File: src/rtl/multicycle_ctrl.sv
// Multicycle RISC-V style main controller: state sequencing, control decode,
// memory-wait timeout and sticky fault state.
module multicycle_ctrl #(
  parameter logic [6:0]  LOAD    = 7'd3,
  parameter logic [6:0]  I_AL    = 7'd19,
  parameter logic [6:0]  JALR    = 7'd103,
  parameter logic [6:0]  STORE   = 7'd35,
  parameter logic [6:0]  REG     = 7'd51,
  parameter logic [6:0]  BRANCH  = 7'd99,
  parameter logic [6:0]  AUIPC   = 7'd23,
  parameter logic [6:0]  LUI     = 7'd55,
  parameter logic [6:0]  JAL     = 7'd111,
  parameter int unsigned TIMEOUT = 16
) (
  input  logic       clk,
  input  logic       rst,
  input  logic [6:0] op,
  input  logic       mem_ready,
  output logic       mem_req,
  output logic       mem_we,
  output logic       adr_src,
  output logic       ir_write,
  output logic       pc_write,
  output logic       branch,
  output logic       reg_write,
  output logic [1:0] alu_src_a,
  output logic [1:0] alu_src_b,
  output logic [1:0] alu_op,
  output logic [1:0] result_src,
  output logic [2:0] imm_src,
  output logic       illegal,
  output logic [3:0] state
);

  localparam int unsigned CW = (TIMEOUT > 0) ? $clog2(TIMEOUT + 1) : 1;
  localparam logic [CW-1:0] LAST = (TIMEOUT > 0) ? CW'(TIMEOUT - 1) : '0;

  typedef enum logic [3:0] {
    S_FETCH    = 4'd0,
    S_DECODE   = 4'd1,
    S_MEMADR   = 4'd2,
    S_MEMREAD  = 4'd3,
    S_MEMWB    = 4'd4,
    S_MEMWRITE = 4'd5,
    S_EXEC_R   = 4'd6,
    S_EXEC_I   = 4'd7,
    S_ALUWB    = 4'd8,
    S_BEQ      = 4'd9,
    S_JAL      = 4'd10,
    S_JALR     = 4'd11,
    S_UPPER    = 4'd12,
    S_FAULT    = 4'd15
  } state_t;

  state_t        cur;
  state_t        nxt;
  logic [CW-1:0] wait_cnt;
  logic          req;

  assign req   = (cur == S_FETCH) || (cur == S_MEMREAD) || (cur == S_MEMWRITE);
  assign state = cur;

  // Next-state selection, with the wait timeout overriding a stalled access
  always_comb begin
    nxt = cur;
    case (cur)
      S_FETCH:    if (mem_ready) nxt = S_DECODE;
      S_DECODE: begin
        case (op)
          LOAD, STORE: nxt = S_MEMADR;
          REG:         nxt = S_EXEC_R;
          I_AL:        nxt = S_EXEC_I;
          BRANCH:      nxt = S_BEQ;
          JAL:         nxt = S_JAL;
          JALR:        nxt = S_JALR;
          LUI, AUIPC:  nxt = S_UPPER;
          default:     nxt = S_FAULT;
        endcase
      end
      S_MEMADR:   nxt = (op == LOAD) ? S_MEMREAD : S_MEMWRITE;
      S_MEMREAD:  if (mem_ready) nxt = S_MEMWB;
      S_MEMWB:    nxt = S_FETCH;
      S_MEMWRITE: if (mem_ready) nxt = S_FETCH;
      S_EXEC_R:   nxt = S_ALUWB;
      S_EXEC_I:   nxt = S_ALUWB;
      S_ALUWB:    nxt = S_FETCH;
      S_BEQ:      nxt = S_FETCH;
      S_JAL:      nxt = S_ALUWB;
      S_JALR:     nxt = S_JAL;
      S_UPPER:    nxt = S_ALUWB;
      default:    nxt = S_FAULT;
    endcase
    if ((TIMEOUT > 0) && req && !mem_ready && (wait_cnt == LAST)) nxt = S_FAULT;
  end

  // Control decode from the current state; reset masks every side-effecting strobe
  always_comb begin
    mem_req    = 1'b0;
    mem_we     = 1'b0;
    adr_src    = 1'b0;
    ir_write   = 1'b0;
    pc_write   = 1'b0;
    branch     = 1'b0;
    reg_write  = 1'b0;
    alu_src_a  = 2'b00;
    alu_src_b  = 2'b00;
    alu_op     = 2'b00;
    result_src = 2'b00;
    case (cur)
      S_FETCH: begin
        mem_req    = 1'b1;
        alu_src_b  = 2'b10;
        result_src = 2'b10;
        ir_write   = mem_ready;
        pc_write   = mem_ready;
      end
      S_DECODE: begin
        alu_src_a = 2'b01;
        alu_src_b = 2'b01;
      end
      S_MEMADR: begin
        alu_src_a = 2'b10;
        alu_src_b = 2'b01;
      end
      S_MEMREAD: begin
        mem_req = 1'b1;
        adr_src = 1'b1;
      end
      S_MEMWB: begin
        result_src = 2'b01;
        reg_write  = 1'b1;
      end
      S_MEMWRITE: begin
        mem_req = 1'b1;
        mem_we  = 1'b1;
        adr_src = 1'b1;
      end
      S_EXEC_R: begin
        alu_src_a = 2'b10;
        alu_op    = 2'b10;
      end
      S_EXEC_I: begin
        alu_src_a = 2'b10;
        alu_src_b = 2'b01;
        alu_op    = 2'b10;
      end
      S_ALUWB:  reg_write = 1'b1;
      S_BEQ: begin
        alu_src_a = 2'b10;
        alu_op    = 2'b01;
        branch    = 1'b1;
      end
      S_JAL: begin
        alu_src_a = 2'b01;
        alu_src_b = 2'b10;
        pc_write  = 1'b1;
      end
      S_JALR: begin
        alu_src_a = 2'b10;
        alu_src_b = 2'b01;
      end
      S_UPPER: begin
        alu_src_a = (op == LUI) ? 2'b11 : 2'b01;
        alu_src_b = 2'b01;
      end
      default: ;
    endcase
    if (rst) begin
      mem_req   = 1'b0;
      mem_we    = 1'b0;
      ir_write  = 1'b0;
      pc_write  = 1'b0;
      branch    = 1'b0;
      reg_write = 1'b0;
    end
  end

  // Immediate format follows the opcode regardless of state
  always_comb begin
    imm_src = 3'b000;
    case (op)
      STORE:      imm_src = 3'b001;
      BRANCH:     imm_src = 3'b010;
      LUI, AUIPC: imm_src = 3'b011;
      JAL:        imm_src = 3'b100;
      default:    imm_src = 3'b000;
    endcase
  end

  always_ff @(posedge clk) begin
    if (rst) begin
      cur      <= S_FETCH;
      wait_cnt <= '0;
      illegal  <= 1'b0;
    end else begin
      cur     <= nxt;
      illegal <= (nxt == S_FAULT);
      if ((nxt != cur) || mem_ready) wait_cnt <= '0;
      else if (req)                  wait_cnt <= wait_cnt + 1'b1;
    end
  end

endmodule

File: config.mk
export PLATFORM = sky130hd
export DESIGN_NAME = multicycle_ctrl
export DESIGN_NICKNAME = d
export VERILOG_FILES = /design/src/rtl/multicycle_ctrl.sv
export SDC_FILE = /design/constraint.sdc
export NUM_CORES = 1
export LEC_CHECK = 0
export CAP_MARGIN = 40
export CORE_AREA = 5 5 47 60
export DETAILED_ROUTE_END_ITERATION = 8
export DIE_AREA = 0 0 52 65
export PLACE_DENSITY_LB_ADDON = 0.15
export SLEW_MARGIN = 0
export SYNTH_ARGS = -nofsm -noshare
export SYNTH_HDL_FRONTEND = slang
export SYNTH_SLANG_ARGS = --single-unit
File: constraint.sdc
create_clock -name clk -period 4.1 [get_ports clk]
set_input_delay 0.615 -clock clk [delete_from_list [all_inputs] [get_ports clk]]
set_output_delay 0.615 -clock clk [all_outputs]
set_load 0.05 [all_outputs]
==> results.md <==
* Outcome: complete, no violations
* Routed via count at 1,101
* CTS hold repair buffers at 0
* Synthesized netlist net count at 148
* Final-report max-slew violation count at 0
* Maximum number of pins on one net before global-route repair at 25
* Total power density per cell area at 858.0 nW/um^2
* Number of buffers and inverters on the critical path at 2
* Buffer count from post-CTS setup fixing at 0
* Slew at the pin closest to its max-slew limit at 0.8014 ns
* Net count of the finished layout at 176
* Relative slew margins at ~46%
* Library cell used as clock root buffer: clkbuf_4
* Number of hold violations in the final report at 0
* Netlist Area Pre-Place at 1050 sq um
* Switching portion of total power at 59.54%
* Post-route met1 wirelength at 1095 um
* Vias in the first global route at 1,051
* Final Wtd Congestion at approximately 0.78
* First-pass GRT wire length at 4843 um
* Critical Path RT at 3.48 ns
* CP max stage delay at 0.84 ns
* Shortest period the worst path allows at 3.244 ns
* Worst path arrival time at about 2.6 ns
* Setup repair after global routing missed its margin: false
* Total length of routed met3 wires at 98 um
* Final WL at 2813 um
* Gate family responsible for the most delay along the worst path: buffers and inverters
* IO Port Bufs at 32
* Synth warnings at 0
* Area growth, synth to finish at 33.02%
* Number of synthesized register bits at 10
* First-pass detailed-route iteration total at 4
* Final setup violation count at 0
* Clk slew on worst S/H paths at roughly 0.060 ns
* Cts bufs inserted at 3
* Number of antenna repair diodes at 0
* Logic depth of the worst setup path including buffers at 6
* Number of flops mapped to enable cells by yosys at 0
* Number of cells traversed by the worst hold path at 2
* Highest ir drop seen on vdd at approximately 0.84 mV
* Final standard cell count with taps included and fillers excluded at 196
* Critical path endpoint category: output pin
* Average via count per standard cell at ~5.6
* Net switching component of the power at 0.0007133 W
* LEAKAGE at 0.4686 nW
* Final Cycle Share at 79.12%
* Combinational cell fraction of total power at 76.2%
* Share of post-route cells with drive strength above 1 at approximately 12%
* Routed wirelength normalized by instance count at 14.35 um
* Worst hold slack across all endpoints at roughly 0.54 ns
* H-Tree Depth at 1
* Total number of placement rows at 20
* Met2 wire length at between 1500 and 2000 um
* Portion of total power attributed to the clock network at 7.2%
* Number of sinks driven by the clock tree at 10
* Placed Instances at ~190
* Number of design-rule violations left by the first detailed-router iteration at 27
* Remaining number of nets flagged by the antenna check after routing at 0
* Most common cell after layout, fill and taps aside: clkdlybuf4s50_1
* Worst-skew pair later-pin latency at 0.26 ns
* Most used cells in the layout excluding fill and tap cells: clkdlybuf4s50_1, nor2_1, nand2_1, dfxtp_1, a21oi_1
* FFs w/ async S/R, synth at 0%
* Flip-flop cell with the highest count after synthesis: dfxtp_1
* Die X-Extent at 52 um
* Core area at 2277 sq um
* Post_cts resized at 0
* Global route overflow at 0
* Clock Skew at 0.002768 ns
* Register share of total power at between 10% and 20%
* Initial antenna violation count at 0
* Max-cap violation count at 0
* Total routing usage reported by global routing at 18.34%
* Critical path cell sequence: clkdlybuf4s50_1, nand3b_1, nor4_1, o21ai_1, o31ai_1, clkdlybuf4s50_1
* Maximum clock insertion buffer count at 2
* Average cell area after synthesis at 7.719 sq um
* Netlist cell types at between 50 and 60
* Initial core utilization at between 40% and 50%
* Worst R2R Path Depth at 9
* Top Layer Used: met4
* Achievable clock frequency at 308.3 MHz
* Critical Path Most Common Cell: clkdlybuf4s50_1
* DIE AREA at 3380 sq um
* Total negative setup slack at 0 ns
* Top Ports at 33
* Remaining DRCs at 0
* Half-perimeter wire length of the detailed placement result at 2188 um
* Cell internal pwr at 0.0004847 W
* Sequential-to-total area share from yosys stat at 19.07%
* Worst setup SP type: primary input
* Highest fanout seen on the critical path at 4
* Clock tree from TritonCTS: done
* Path category of the worst min-delay check: flip-flop to flip-flop
* Mapped Cells at 136
* Type of the setup path with the least slack: primary input to output pin
* Die Ht at about 65 um
* Slowest cell on crit path: clkdlybuf4s50_1
[routing by layer]
metal / track usage [%] / up-vias
met5: 0 / -
met4: 5.574 / 0
met3: 2.989 / 4
met2: 33.18 / 24
met1: 21.32 / 511
li1: - / 562
[worst paths after layout]
kind,slack (ns),end,from
worst min-delay path,0.54,wait_cnt[3],wait_cnt[3]
worst min register to register,0.54,wait_cnt[3],wait_cnt[3]
worst max-delay path,0.86,alu_src_a[1],op[3]
worst max register to register,1.33,wait_cnt[4],wait_cnt[0]
[metrics by stage]
| step | area [sq um] | setup WS, ns | util (%) | power, W |
|---|---|---|---|---|
| finish | 1396 | 0.8560 | 61.32 | 0.001198 |
| global route | 1396 | 0.7315 | 61.32 | 0.001285 |
| CTS | 1396 | 0.8304 | 61.32 | 0.001210 |
| detailed placement | 1360 | 0.8362 | 59.73 | 0.001120 |
| global placement | 1360 | 0.8527 | 59.73 | 0.001111 |
| floorplan | 1050 | 0.6230 | - | 0.0008875 |
[area by class of cell]
cell class,count,area (sq um)
Fill cell,207,880.8
Multi-Input combinational cell,112,775.7
Timing Repair Buffer,33,327.8
Sequential cell,10,200.2
Tap cell,33,41.29
Clock buffer,4,36.28
Inverter,4,15.01
[Yosys cell counts (3+ instances only)]
library cell  count  area [sq um]
dfxtp_1          10         200.2
o21ai_0           3         15.01
nor3_2            4         40.04
nand3_1           4         20.02
clkbuf_1          5         18.77
nand2b_1          3         18.77
nor2_1           12         45.04
xor2_1            3         26.28
a211oi_1          3         22.52
o21ai_1           3         15.01
a21oi_1           9         45.04
nor4b_1           3         26.28
nand2_1          11         41.29
nor3_1            8         40.04
or3_1             3         18.77
nand3b_1          4         30.03
[registers in the layout, summed over array words and instances, names as in the netlist]
| register | cells |
|---|---|
| illegal | 1 |
| wait_cnt | 5 |
| state | 4 |
[worst register-to-register path, stage by stage, from the launching register on]
cell,delay [ns]
dfxtp_1,0.35
ha_1,0.22
and3_1,0.19
ha_1,0.21
and4b_2,0.22
a211oi_1,0.27
o221ai_2,0.15
or3_1,0.37
a22o_1,0.35
a2111oi_4,0.33
[power groups by stage]
stage | logic (W) | clock network [W] | registers [W]
6_report | 0.000913 | 0.0000857 | 0.000199
5_1_grt | 0.000980 | 0.0000975 | 0.000208
4_1_cts | 0.000920 | 0.0000909 | 0.000199
3_5_place_dp | 0.000919 | 0 | 0.000202
3_3_place_gp | 0.000912 | 0 | 0.000199
2_1_floorplan | 0.000683 | 0 | 0.000205
[cell families (layout without fill, tap and decap cells)]
family,Yosys count,count (layout),synth area share (%)
AOI/OAI and AO/OA,32,32,24.32
xor gates and xnor gates,5,5,4.172
adders and majority gates,3,3,3.456
buffers and inverters,14,41,7.033
DFF,10,10,19.07
muxes,1,1,0.9536
and+or+nand+nor,71,71,41.00
(Power assumes the default switching activity.)
